File: config.mk
export PLATFORM = sky130hd
export DESIGN_NAME = dcache_controller_flat
export DESIGN_NICKNAME = d
export VERILOG_FILES = /design/src/rtl/dcache_controller_pkg.sv /design/src/rtl/dcache_controller_if.sv /design/src/rtl/dcache_controller_array.sv /design/src/rtl/dcache_controller.sv /design/src/flat_wrapper.sv
export SDC_FILE = /design/constraint.sdc
export NUM_CORES = 1
export LEC_CHECK = 0
export ABC_AREA = 1
export CELL_PAD_IN_SITES_DETAIL_PLACEMENT = 1
export CELL_PAD_IN_SITES_GLOBAL_PLACEMENT = 1
export CORE_UTILIZATION = 51
export DETAILED_ROUTE_END_ITERATION = 8
export GPL_TIMING_DRIVEN = 0
export PLACE_DENSITY_LB_ADDON = 0.3
export SETUP_SLACK_MARGIN = 0.5
export SLEW_MARGIN = 20
export SYNTH_ARGS = -nofsm -noshare
export SYNTH_HDL_FRONTEND = slang
export SYNTH_SLANG_ARGS = --single-unit
File: constraint.sdc
create_clock -name CLK -period 8.15 [get_ports CLK]
set_input_delay 2.445 -clock CLK [delete_from_list [all_inputs] [get_ports CLK]]
set_output_delay 2.445 -clock CLK [all_outputs]
set_load 0.05 [all_outputs]
File: src/rtl/dcache_controller_pkg.sv
// Shared definitions for the direct-mapped write-back data cache:
// address/block geometry and the controller state encoding.
package dcache_controller_pkg;

  localparam int ADDR_BITS       = 8;
  localparam int BLOCK_BYTES     = 4;
  localparam int BLOCK_BITS      = BLOCK_BYTES * 8;
  localparam int OFFSET_BITS     = $clog2(BLOCK_BYTES);
  localparam int BLOCK_ADDR_BITS = ADDR_BITS - OFFSET_BITS;

  typedef enum logic [1:0] {
    S_IDLE      = 2'd0,
    S_WRITEBACK = 2'd1,
    S_FETCH     = 2'd2,
    S_UPDATE    = 2'd3
  } cache_state_e;

endpackage

File: src/rtl/dcache_controller_if.sv
// Bus interfaces of the data cache: the CPU load/store side and the
// block-wide memory side. "master" is the side that issues requests.
interface dcache_cpu_if;
  import dcache_controller_pkg::*;

  logic                 READ;
  logic                 WRITE;
  logic [ADDR_BITS-1:0] ADDRESS;
  logic [7:0]           WRITEDATA;
  logic [7:0]           READDATA;
  logic                 BUSYWAIT;

  modport master (output READ, WRITE, ADDRESS, WRITEDATA,
                  input  READDATA, BUSYWAIT);
  modport slave  (input  READ, WRITE, ADDRESS, WRITEDATA,
                  output READDATA, BUSYWAIT);
endinterface

interface dcache_mem_if;
  import dcache_controller_pkg::*;

  logic                       MEM_READ;
  logic                       MEM_WRITE;
  logic [BLOCK_ADDR_BITS-1:0] MEM_ADDRESS;
  logic [BLOCK_BITS-1:0]      MEM_WRITEDATA;
  logic [BLOCK_BITS-1:0]      MEM_READDATA;
  logic                       MEM_BUSYWAIT;

  modport master (output MEM_READ, MEM_WRITE, MEM_ADDRESS, MEM_WRITEDATA,
                  input  MEM_READDATA, MEM_BUSYWAIT);
  modport slave  (input  MEM_READ, MEM_WRITE, MEM_ADDRESS, MEM_WRITEDATA,
                  output MEM_READDATA, MEM_BUSYWAIT);
endinterface

File: src/rtl/dcache_controller_array.sv
// Cache storage: valid/dirty bits (cleared by reset) plus tag and data
// arrays (never cleared). One asynchronous read port by index, one
// byte-write port for CPU stores and one block-write port for fills.
module dcache_array
  import dcache_controller_pkg::*;
#(
  parameter int INDEX_BITS = 3,
  parameter int TAG_BITS   = 3
) (
  input  logic                   CLK,
  input  logic                   RESET,
  // lookup
  input  logic [INDEX_BITS-1:0]  rd_idx,
  output logic                   rd_valid,
  output logic                   rd_dirty,
  output logic [TAG_BITS-1:0]    rd_tag,
  output logic [BLOCK_BITS-1:0]  rd_block,
  // CPU store
  input  logic                   byte_we,
  input  logic [INDEX_BITS-1:0]  byte_idx,
  input  logic [OFFSET_BITS-1:0] byte_off,
  input  logic [7:0]             byte_data,
  // block fill
  input  logic                   block_we,
  input  logic [INDEX_BITS-1:0]  block_idx,
  input  logic [TAG_BITS-1:0]    block_tag,
  input  logic [BLOCK_BITS-1:0]  block_data
);

  localparam int LINES = 1 << INDEX_BITS;

  logic [LINES-1:0]      valid_q, valid_d;
  logic [LINES-1:0]      dirty_q, dirty_d;
  logic [TAG_BITS-1:0]   tag_mem  [LINES];
  logic [BLOCK_BITS-1:0] data_mem [LINES];

  // Status bit updates: a store marks its line dirty, a fill makes it valid and clean.
  always_comb begin
    valid_d = valid_q;
    dirty_d = dirty_q;
    if (byte_we) begin
      dirty_d[byte_idx] = 1'b1;
    end
    if (block_we) begin
      valid_d[block_idx] = 1'b1;
      dirty_d[block_idx] = 1'b0;
    end
  end

  // Status bits are the only storage that reset clears.
  always_ff @(posedge CLK or posedge RESET) begin
    if (RESET) begin
      valid_q <= '0;
      dirty_q <= '0;
    end else begin
      valid_q <= valid_d;
      dirty_q <= dirty_d;
    end
  end

  // Tag and data arrays; a fill and a store never target the same cycle.
  always_ff @(posedge CLK) begin
    if (block_we) begin
      tag_mem[block_idx]  <= block_tag;
      data_mem[block_idx] <= block_data;
    end else if (byte_we) begin
      data_mem[byte_idx][{byte_off, 3'b000} +: 8] <= byte_data;
    end
  end

  assign rd_valid = valid_q[rd_idx];
  assign rd_dirty = dirty_q[rd_idx];
  assign rd_tag   = tag_mem[rd_idx];
  assign rd_block = data_mem[rd_idx];

endmodule

File: src/rtl/dcache_controller.sv
// Direct-mapped write-back data cache controller between the 8-bit CPU
// load/store path and 32-bit block memory. Hits complete in the request
// cycle; misses walk WRITEBACK (if dirty) -> FETCH -> UPDATE.
module dcache_controller
  import dcache_controller_pkg::*;
#(
  parameter int INDEX_BITS = 3
) (
  input  logic         CLK,
  input  logic         RESET,
  dcache_cpu_if.slave  cpu,
  dcache_mem_if.master mem
);

  localparam int TAG_BITS = BLOCK_ADDR_BITS - INDEX_BITS;

  cache_state_e          state_q, state_d;
  logic [TAG_BITS-1:0]   miss_tag_q, miss_tag_d;
  logic [INDEX_BITS-1:0] miss_idx_q, miss_idx_d;
  logic [BLOCK_BITS-1:0] fill_q, fill_d;

  logic [TAG_BITS-1:0]    req_tag;
  logic [INDEX_BITS-1:0]  req_idx;
  logic [OFFSET_BITS-1:0] req_off;
  logic [INDEX_BITS-1:0]  lookup_idx;

  logic                  rd_valid, rd_dirty;
  logic [TAG_BITS-1:0]   rd_tag;
  logic [BLOCK_BITS-1:0] rd_block;

  logic request, hit, idle_hit;
  logic byte_we, block_we;
  logic mem_read, mem_write;
  logic [BLOCK_ADDR_BITS-1:0] mem_address;
  logic [BLOCK_BITS-1:0]      mem_writedata;

  assign req_tag = cpu.ADDRESS[ADDR_BITS-1 -: TAG_BITS];
  assign req_idx = cpu.ADDRESS[OFFSET_BITS +: INDEX_BITS];
  assign req_off = cpu.ADDRESS[OFFSET_BITS-1:0];

  // While a miss is in flight the latched index owns the lookup port, so
  // the fill completes even if the CPU drops or changes its request.
  assign lookup_idx = (state_q == S_IDLE) ? req_idx : miss_idx_q;

  dcache_array #(
    .INDEX_BITS (INDEX_BITS),
    .TAG_BITS   (TAG_BITS)
  ) u_array (
    .CLK        (CLK),
    .RESET      (RESET),
    .rd_idx     (lookup_idx),
    .rd_valid   (rd_valid),
    .rd_dirty   (rd_dirty),
    .rd_tag     (rd_tag),
    .rd_block   (rd_block),
    .byte_we    (byte_we),
    .byte_idx   (req_idx),
    .byte_off   (req_off),
    .byte_data  (cpu.WRITEDATA),
    .block_we   (block_we),
    .block_idx  (miss_idx_q),
    .block_tag  (miss_tag_q),
    .block_data (fill_q)
  );

  assign request  = cpu.READ | cpu.WRITE;
  assign hit      = rd_valid && (rd_tag == req_tag);
  assign idle_hit = (state_q == S_IDLE) && hit;

  // Reset forces the stall low immediately rather than waiting for the
  // cleared valid bits to turn a pending request into a miss.
  assign cpu.BUSYWAIT = !RESET && request && !idle_hit;
  assign cpu.READDATA = (!RESET && cpu.READ && idle_hit) ? rd_block[{req_off, 3'b000} +: 8] : 8'h00;

  // Next-state and memory-side outputs; memory strobes are decoded from state only.
  always_comb begin
    state_d       = state_q;
    miss_tag_d    = miss_tag_q;
    miss_idx_d    = miss_idx_q;
    fill_d        = fill_q;
    byte_we       = 1'b0;
    block_we      = 1'b0;
    mem_read      = 1'b0;
    mem_write     = 1'b0;
    mem_address   = '0;
    mem_writedata = '0;

    unique case (state_q)
      S_IDLE: begin
        if (request) begin
          if (hit) begin
            byte_we = cpu.WRITE;
          end else begin
            miss_tag_d = req_tag;
            miss_idx_d = req_idx;
            state_d    = rd_dirty ? S_WRITEBACK : S_FETCH;
          end
        end
      end
      S_WRITEBACK: begin
        mem_write     = 1'b1;
        mem_address   = {rd_tag, miss_idx_q};
        mem_writedata = rd_block;
        if (!mem.MEM_BUSYWAIT) begin
          state_d = S_FETCH;
        end
      end
      S_FETCH: begin
        mem_read    = 1'b1;
        mem_address = {miss_tag_q, miss_idx_q};
        if (!mem.MEM_BUSYWAIT) begin
          fill_d  = mem.MEM_READDATA;
          state_d = S_UPDATE;
        end
      end
      S_UPDATE: begin
        block_we = 1'b1;
        state_d  = S_IDLE;
      end
      default: state_d = S_IDLE;
    endcase
  end

  // Controller registers; reset abandons any memory transaction at once.
  always_ff @(posedge CLK or posedge RESET) begin
    if (RESET) begin
      state_q    <= S_IDLE;
      miss_tag_q <= '0;
      miss_idx_q <= '0;
      fill_q     <= '0;
    end else begin
      state_q    <= state_d;
      miss_tag_q <= miss_tag_d;
      miss_idx_q <= miss_idx_d;
      fill_q     <= fill_d;
    end
  end

  assign mem.MEM_READ      = mem_read;
  assign mem.MEM_WRITE     = mem_write;
  assign mem.MEM_ADDRESS   = mem_address;
  assign mem.MEM_WRITEDATA = mem_writedata;

endmodule

File: src/flat_wrapper.sv
// flat-port wrapper written by rule: the top's interface ports become plain ports
module dcache_controller_flat import dcache_controller_pkg::*;
#(
  parameter int INDEX_BITS = 3
)
  (CLK, RESET, cpu_READ, cpu_WRITE, cpu_ADDRESS, cpu_WRITEDATA, cpu_READDATA, cpu_BUSYWAIT, mem_MEM_READ, mem_MEM_WRITE, mem_MEM_ADDRESS, mem_MEM_WRITEDATA, mem_MEM_READDATA, mem_MEM_BUSYWAIT);
  dcache_cpu_if cpu_i ();
  dcache_mem_if mem_i ();
  input  logic CLK;
  input  logic RESET;
  input wire logic [$bits(cpu_i.READ)-1:0] cpu_READ;
  input wire logic [$bits(cpu_i.WRITE)-1:0] cpu_WRITE;
  input wire logic [$bits(cpu_i.ADDRESS)-1:0] cpu_ADDRESS;
  input wire logic [$bits(cpu_i.WRITEDATA)-1:0] cpu_WRITEDATA;
  output wire logic [$bits(cpu_i.READDATA)-1:0] cpu_READDATA;
  output wire logic [$bits(cpu_i.BUSYWAIT)-1:0] cpu_BUSYWAIT;
  output wire logic [$bits(mem_i.MEM_READ)-1:0] mem_MEM_READ;
  output wire logic [$bits(mem_i.MEM_WRITE)-1:0] mem_MEM_WRITE;
  output wire logic [$bits(mem_i.MEM_ADDRESS)-1:0] mem_MEM_ADDRESS;
  output wire logic [$bits(mem_i.MEM_WRITEDATA)-1:0] mem_MEM_WRITEDATA;
  input wire logic [$bits(mem_i.MEM_READDATA)-1:0] mem_MEM_READDATA;
  input wire logic [$bits(mem_i.MEM_BUSYWAIT)-1:0] mem_MEM_BUSYWAIT;
  assign cpu_i.READ = cpu_READ;
  assign cpu_i.WRITE = cpu_WRITE;
  assign cpu_i.ADDRESS = cpu_ADDRESS;
  assign cpu_i.WRITEDATA = cpu_WRITEDATA;
  assign cpu_READDATA = cpu_i.READDATA;
  assign cpu_BUSYWAIT = cpu_i.BUSYWAIT;
  assign mem_MEM_READ = mem_i.MEM_READ;
  assign mem_MEM_WRITE = mem_i.MEM_WRITE;
  assign mem_MEM_ADDRESS = mem_i.MEM_ADDRESS;
  assign mem_MEM_WRITEDATA = mem_i.MEM_WRITEDATA;
  assign mem_i.MEM_READDATA = mem_MEM_READDATA;
  assign mem_i.MEM_BUSYWAIT = mem_MEM_BUSYWAIT;
  dcache_controller #(.INDEX_BITS(INDEX_BITS)) u_core (.CLK(CLK), .RESET(RESET), .cpu(cpu_i), .mem(mem_i));
endmodule
==> results.md, run 1 <==
- Overall Global Routing Usage: 0.380
- Cell area after synthesis: 14700 sq um
- Vias per cell: 6.51
- Slew headroom: 0.258
- CTS Hold Buffers Added: 0
- Switching share of total power: 0.480
- # IOs: 102
- Critical path required time: 5710 ps
- Area of the multi-input gates: 4480 sq um
- RSZ-0062 raised after global routing: true
- DRT antenna net count: 0
- DP Worst Slack: -1320 ps
- Fin area: 17400 sq um
- Maximum fanout along the worst path: 10
- Ys async rst share: 0.167
- RR Endpoint: u_core.u_array.data_mem[5][5]
- Detail Placement HPWL: 37200 um
- Final period util: 0.949
- Critical Path End Type: output pin
- Initial antenna violation count: 3
- Root Driver: clkbuf_16
- Largest family of logic cells by synthesized area: simple AND/OR/NAND/NOR gates
- Skew final: 16.4 ps
- Drc violations: 0
- Pleak: 6.58 nW
- Simple-gate share of the synthesized area: 0.179
- Drt first pass iters: 5
- Vias in the first global route: 12600
- Hold Crit Start: u_core.u_array.valid_q[7]
- Ys Warns: 0
- Int Power: 4.33 mW
- FF/Latch Area: 9810 sq um
- Area growth from synthesis to layout: 18.4%
- Share of layout cells above drive strength 1: 0.135
- Mapped Nets: 1392
- Initial Util: 0.523
- Diodes inserted: 0
- Post-synthesis adder-cell area fraction: 0.00767
- Status: completed
- Final Hold Vio Count: 0
- Fin worst setup slack: 413 ps
- DIE AREA: 29500 sq um
- CTS max path bufs: 3
- Via Count: 12200
- Fin Setup TNS: 0 ps
- Cell variety after synth: 37
- Nets: 1531
- Pwr Total: 8.33 mW
- Row count: 61
- Comb power frac: 0.510
- Placed cell areas: 16200 sq um
- Worst reg2reg path depth: 21
- Cts bufs inserted: 35
- Max Slew Vio Count: 0
- Flops & latches, synth: 336
- Pin count of the biggest net entering global routing: 58
- Post-synth EDFFs: 280
- Syn Inst Count: 1330
- Clk pwr share: 0.185
- Filler Cell Count: 2991
- First-pass GRT wire length: 79400 um
- Hold Path Sink: u_core.u_array.valid_q[7]
- Hold path depth: 1
- Tightest Hold Check Type: flop to flop
- Sequential power share: 0.305
- Synth Area in Compound Gates: 0.0916
- Clock Sinks: 336
- Die H: 172 um
- Worst-Margin Slew: 1110 ps
- Core area: 28100 sq um
- Pwr Density: 479 nW/um^2
- Port bufs: 101
- Max cap viols: 0
- R2r setup slk: 3520 ps
- Arr. time, crit path: 5290 ps
- P_sw: 4.00 mW
- FF-to-FF Start: u_core.state_q[0]
- DR WL/cell: 29.0 um
- WL final: 54200 um
- Final core utilization: 0.619
- Sequential area share after synthesis: 0.668
- Non-Filler Instances: 1872
- # setup viols final: 0
- DR iter-0 viols: 1478
- CTS tree: yes
- Mux cell area share after synthesis: 0.0199
- Clk slew on worst S/H paths: 60 ps
- Clk_lat worst skew: 530 ps
- Fmax: 129 MHz
- Syn Area/Cell: 11.0 sq um
- Top FF cell, synth: edfxtp_1
- Inst Count DP: 1809
- Worst hold margin: 472 ps
- Die W: 172 um
- Grt ovf: 0
- Gp weighted congestion: 0.915
- Post-Synth XOR/XNOR Area: 0
- H-tree levels: 2
- Critical path launch point type: input port
- WS Path Type: input port to output pin
- Minimum clock period after layout: 7740 ps
- Max IR drop VDD: 0.254 mV
synth_stat cells (4+ instances only):
library cell / count / area (sq um)
ha_1: 9 / 113
clkbuf_1: 49 / 184
o21ai_0: 61 / 305
o21ai_1: 10 / 50.1
a31oi_1: 25 / 156
or2_2: 7 / 43.8
a32o_1: 28 / 280
nand3_1: 126 / 631
buf_1: 19 / 71.3
o22ai_1: 12 / 75.1
nor2_1: 170 / 638
a41oi_1: 8 / 70.1
edfxtp_1: 280 / 8410
a21oi_1: 49 / 245
inv_1: 37 / 139
inv_2: 5 / 18.8
dfrtp_1: 56 / 1400
nand3_2: 8 / 80.1
mux2_2: 26 / 293
o221ai_1: 4 / 35.0
nand2_2: 9 / 56.3
nor3_1: 4 / 20.0
buf_2: 7 / 35.0
nand2_1: 297 / 1110
worst max path at each step:
stage | start | endpoint | slack (ps) | cells after the start
floorplan | RESET | cpu_READDATA[6] | 760 | 3
detailed placement | cpu_ADDRESS[2] | cpu_READDATA[0] | -1320 | 13
global placement | cpu_ADDRESS[2] | cpu_READDATA[0] | -1270 | 13
global route | cpu_ADDRESS[3] | cpu_READDATA[2] | 370 | 13
finish | cpu_ADDRESS[3] | cpu_READDATA[4] | 410 | 13
CTS | cpu_ADDRESS[2] | cpu_READDATA[0] | 400 | 13
per-layer routing:
metal | vias to the layer above | share of wire | global-route usage
met2 | 944 | 0.47 | 0.613
met4 | 2 | 0.054 | 0.200
li1 | 5004 | - | -
met1 | 6016 | 0.36 | 0.469
met5 | - | 0.00024 | 0
met3 | 215 | 0.12 | 0.0994
cells in the final DEF, fill, tap and decap left out, types with 4 or more instances in the layout:
cell type / instances
clkdlybuf4s50_1: 58
nand2_2: 10
clkbuf_4: 15
nor2_1: 169
nor3_1: 4
a41oi_1: 8
clkbuf_1: 27
o21ai_1: 22
nand3_1: 125
dlymetal6s2s_1: 7
a32o_1: 28
or2_2: 7
dfrtp_1: 56
a31oi_2: 8
mux2_2: 26
o21ai_0: 49
inv_2: 6
clkbuf_2: 24
dlygate4sd2_1: 20
edfxtp_1: 280
nand2_1: 296
buf_2: 23
ha_1: 9
inv_1: 35
clkinv_1: 9
o22ai_1: 12
nand3_2: 8
buf_4: 6
clkbuf_16: 37
o221ai_1: 4
clkinv_2: 7
a31oi_1: 17
a21oi_1: 49
power groups by stage:
| stage | clock network (mW) | logic, mW | registers [mW] |
|---|---|---|---|
| after floorplan | 0 | 2.33 | 2.50 |
| after global placement | 0 | 3.67 | 2.54 |
| after detailed placement | 0 | 3.89 | 2.57 |
| after CTS | 1.53 | 4.04 | 2.54 |
| after global routing | 1.58 | 4.40 | 2.56 |
| final | 1.54 | 4.25 | 2.54 |
state kept, by name, summed over array words and instances (netlist names):
signal,cells
u_core.miss_tag_q,3
u_core.state_q,2
u_core.u_array.valid_q,8
u_core.u_array.data_mem,256
u_core.miss_idx_q,3
u_core.u_array.tag_mem,24
u_core.fill_q,32
u_core.u_array.dirty_q,8
final cells by class:
class	count	share of cell area
flip-flops and latches	336	0.564
multi-input cells	871	0.258
clock buffers	45	0.0555
repair buffers	102	0.0550
well taps	378	0.0272
plain buffers	79	0.0250
inverters	44	0.00978
clock inverters	17	0.00590
logic make-up (layout without fill, tap and decap cells):
group / after synthesis / count (layout)
multiplexers: 26 / 26
AO/OA/AOI/OAI: 209 / 209
flip-flops: 336 / 336
adder cells (fa/ha/maj): 9 / 9
buffers and inverters: 123 / 287
AND/OR/NAND/NOR: 627 / 627
critical path: stages:
cell and delay, ps:
clkdlybuf4s15_2 330, nand2_1 110, o21ai_2 100, buf_4 220, buf_4 250, buf_4 280, buf_2 310, nand3_1 210
a31oi_2 310, o21ai_0 120, o22ai_1 170, nor2_1 70, clkdlybuf4s18_2 350
what timing repair did:
item | 4_1_cts | 5_1_grt
gates resized for setup | 134 | 43
setup buffers | 1 | 0
cloned | 0 | 0
setup endpoints to repair | 42 | 25
endpoints found under the hold margin | 0 | 0
pin swaps | 1 | 1
No activity file was read; power rests on OpenSTA's default activity.
==> inputs of run 2 (changes only) <==
--- a/config.mk
+++ b/config.mk
@@ -8,7 +8,7 @@
 export ABC_AREA = 1
 export CELL_PAD_IN_SITES_DETAIL_PLACEMENT = 1
 export CELL_PAD_IN_SITES_GLOBAL_PLACEMENT = 1
-export CORE_UTILIZATION = 51
+export CORE_UTILIZATION = 47
 export DETAILED_ROUTE_END_ITERATION = 8
 export GPL_TIMING_DRIVEN = 0
 export PLACE_DENSITY_LB_ADDON = 0.3
==> constraint.sdc (replaced) <==
create_clock -name CLK -period 7.2 [get_ports CLK]
set_input_delay 2.16 -clock CLK [delete_from_list [all_inputs] [get_ports CLK]]
set_output_delay 2.16 -clock CLK [all_outputs]
set_load 0.05 [all_outputs]
==> results.md, run 2 (same netlist as run 1, synthesis figures left out) <==
- Status: completed (unchanged)
- Clock Sinks: 336 (unchanged)
- DRT antenna net count: 0 (unchanged)
- Routed wl met3: 5350 um (was 6260 um)
- Pwr Density: 548 nW/um^2 (was 479 nW/um^2)
- Met2 Wirelength: 25000 um (was 25500 um)
- Overall Global Routing Usage: 0.341 (was 0.380)
- Core area: 30700 sq um (was 28100 sq um)
- Maximum fanout along the worst path: 11 (was 10)
- Worst reg2reg path depth: 23 (was 21)
- Drc violations: 0 (unchanged)
- Worst hold margin: 472 ps (about the same)
- Pin count of the biggest net entering global routing: 36 (was 58)
- Slew headroom: 0.273 (was 0.258)
- Ordered list of cells on the worst path: clkdlybuf4s50_1, clkbuf_2, inv_1, clkbuf_1, o21ai_1, o22ai_2, nor2_4, buf_4 (was clkdlybuf4s15_2, nand2_1, o21ai_2, buf_4, buf_4, buf_4, buf_2, nand3_1, a31oi_2, o21ai_0, o22ai_1, nor2_1, clkdlybuf4s18_2)
- Grt ovf: 0 (unchanged)
- CTS Hold Buffers Added: 0 (unchanged)
- First-pass GRT wire length: 77400 um (was 79400 um)
- Area growth from synthesis to layout: 21.4% (was 18.4%)
- WS Path Type: input port to output pin (unchanged)
- Cts bufs inserted: 36 (was 35)
- FF-to-FF Start: u_core.state_q[0] (unchanged)
- DR WL/cell: 28.3 um (was 29.0 um)
- Minimum clock period after layout: 6660 ps
- CP max-delay cell: clkbuf_1 (was clkdlybuf4s18_2)
- Arr. time, crit path: 4500 ps (was 5290 ps)
- Nets: 1533 (was 1531)
- CTS tree: yes (unchanged)
- Largest regs: u_core.u_array.data_mem (256), u_core.fill_q (32), u_core.u_array.tag_mem (24) (unchanged)
- Die W: 179 um (was 172 um)
- Root Driver: clkbuf_16 (unchanged)
- Comb power frac: 0.517 (was 0.510)
- Int Power: 5.15 mW (was 4.33 mW)
- # setup viols final: 0 (unchanged)
- Vias in the first global route: 12200 (was 12600)
- Gp weighted congestion: 0.926 (was 0.915)
- Sequential power share: 0.293 (was 0.305)
- Crit. Startpoint: cpu_ADDRESS[0] (was cpu_ADDRESS[3])
- Clk slew on worst S/H paths: 60 ps (about the same)
- H-tree levels: 2 (unchanged)
- Max Slew Vio Count: 0 (unchanged)
- Wl on met1: 20300 um (was 19500 um)
- Skew final: 27.5 ps (was 16.4 ps)
- Hold Crit Start: u_core.u_array.valid_q[2] (was u_core.u_array.valid_q[7])
- Critical path required time: 5040 ps (was 5710 ps)
- DR iter-0 viols: 1443 (was 1478)
- Critical Path End Type: output pin (unchanged)
- Initial antenna violation count: 0 (was 3)
- Tightest Hold Check Type: flop to flop (unchanged)
- Port bufs: 101 (unchanged)
- Detail Placement HPWL: 36500 um (was 37200 um)
- Share of layout cells above drive strength 1: 0.162 (was 0.135)
- Clk_lat worst skew: 540 ps (was 530 ps)
- Top sig layer: met4 (was met5)
- Worst-Margin Slew: 1080 ps (was 1110 ps)
- Die H: 179 um (was 172 um)
- Final period util: 0.926
- Clk pwr share: 0.190 (was 0.185)
- Crit path buf inv count: 5 (was 6)
- Cell family with most CP delay: buffers and inverters (unchanged)
- Most frequent cells in the layout: nand2_1 (296), edfxtp_1 (280), nor2_1 (164) (was nand2_1 (296), edfxtp_1 (280), nor2_1 (169))
- CTS max path bufs: 3 (unchanged)
- Final Hold Vio Count: 0 (unchanged)
- Vias per cell: 6.37 (was 6.51)
- Hold path depth: 2 (was 1)
- R2r setup slk: 2640 ps (was 3520 ps)
- Max cap viols: 0 (unchanged)
- RSZ-0062 raised after global routing: false (was true)
- DIE AREA: 32000 sq um (was 29500 sq um)
- Fin Setup TNS: 0 ps (unchanged)
- Pleak: 6.56 nW (was 6.58 nW)
- RR Endpoint: u_core.u_array.data_mem[5][31] (was u_core.u_array.data_mem[5][5])
- Fmax: 150 MHz
- Via Count: 12100 (was 12200)
- Commonest non-fill, non-tap cell in the layout: nand2_1 (unchanged)
- Drt first pass iters: 5 (unchanged)
- P_sw: 4.63 mW (was 4.00 mW)
- WL final: 53500 um (was 54200 um)
- Most flops, register: u_core.u_array.data_mem (unchanged)
- Critical path launch point type: input port (unchanged)
- Hold Path Sink: u_core.u_array.valid_q[2] (was u_core.u_array.valid_q[7])
- Max reg flops: 256 (unchanged)
- Max IR drop VDD: 0.325 mV (was 0.254 mV)
- # IOs: 102 (unchanged)
- Switching share of total power: 0.473 (was 0.480)
- Row count: 64 (was 61)
- Worst stage delay on the critical path: 690 ps (was 350 ps)
- Initial Util: 0.479 (was 0.523)
run 2: worst max-delay path by stage:
stage | end | slack [ps] | cells past startpoint
global placement | cpu_READDATA[1] | -1600 | 13
floorplan | cpu_READDATA[0] | 670 | 11
CTS | cpu_READDATA[6] | 380 | 13
global route | cpu_READDATA[1] | 510 | 15
detailed placement | cpu_READDATA[3] | -1630 | 13
finish | cpu_READDATA[5] | 540 | 8
run 2: per-layer routing:
| layer | vias up | track usage |
|---|---|---|
| li1 | 5011 | - |
| met3 | 171 | 0.0768 |
| met2 | 806 | 0.545 |
| met5 | - | 0 |
| met1 | 6072 | 0.435 |
| met4 | 0 | 0.178 |
run 2: power groups by stage:
| stage | registers [mW] | logic [mW] | clock network [mW] |
|---|---|---|---|
| after floorplan | 2.83 | 2.63 | 0 |
| after global placement | 2.88 | 4.26 | 0 |
| after detailed placement | 2.90 | 4.44 | 0 |
| after CTS | 2.86 | 4.77 | 1.84 |
| after global routing | 2.89 | 5.22 | 1.91 |
| final | 2.87 | 5.05 | 1.85 |
run 2: cell type report:
| type | instances | area, sq um |
|---|---|---|
| antenna | 1 | 2.50 |
| buffer | 79 | 558 |
| clock buffer | 44 | 962 |
| clock inverter | 19 | 184 |
| fill | 3175 | 12800 |
| inverter | 44 | 174 |
| multi-input combinational | 871 | 4640 |
| sequential | 336 | 9810 |
| tap | 396 | 495 |
| timing repair buffer | 103 | 1000 |
run 2: worst reg2reg max path, delay by kind of cell (launching register included):
| kind | cells | cell delay (ps) |
|---|---|---|
| adders and majority gates | 1 | 190 |
| buffers and inverters | 5 | 700 |
| and+or+nand+nor | 16 | 2730 |
| AOI/OAI and AO/OA | 1 | 170 |
| DFF | 1 | 400 |
run 2: through the flow:
stage	total power, mW	cells	area [sq um]	util	setup WS, ps
floorplan	5.46	1330	14700	-	670
global placement	7.13	1827	16200	0.528	-1600
detailed placement	7.34	1828	16200	0.529	-1630
CTS	9.47	1892	17700	0.579	385
global route	10.0	1892	17800	0.581	508
finish	9.77	1893	17800	0.581	536
run 2: repair_timing:
action,CTS,global route
pin swaps,2,2
setup buffers,1,0
endpoints found under the setup margin,44,37
resized for setup,256,38
hold endpoints to repair,0,0
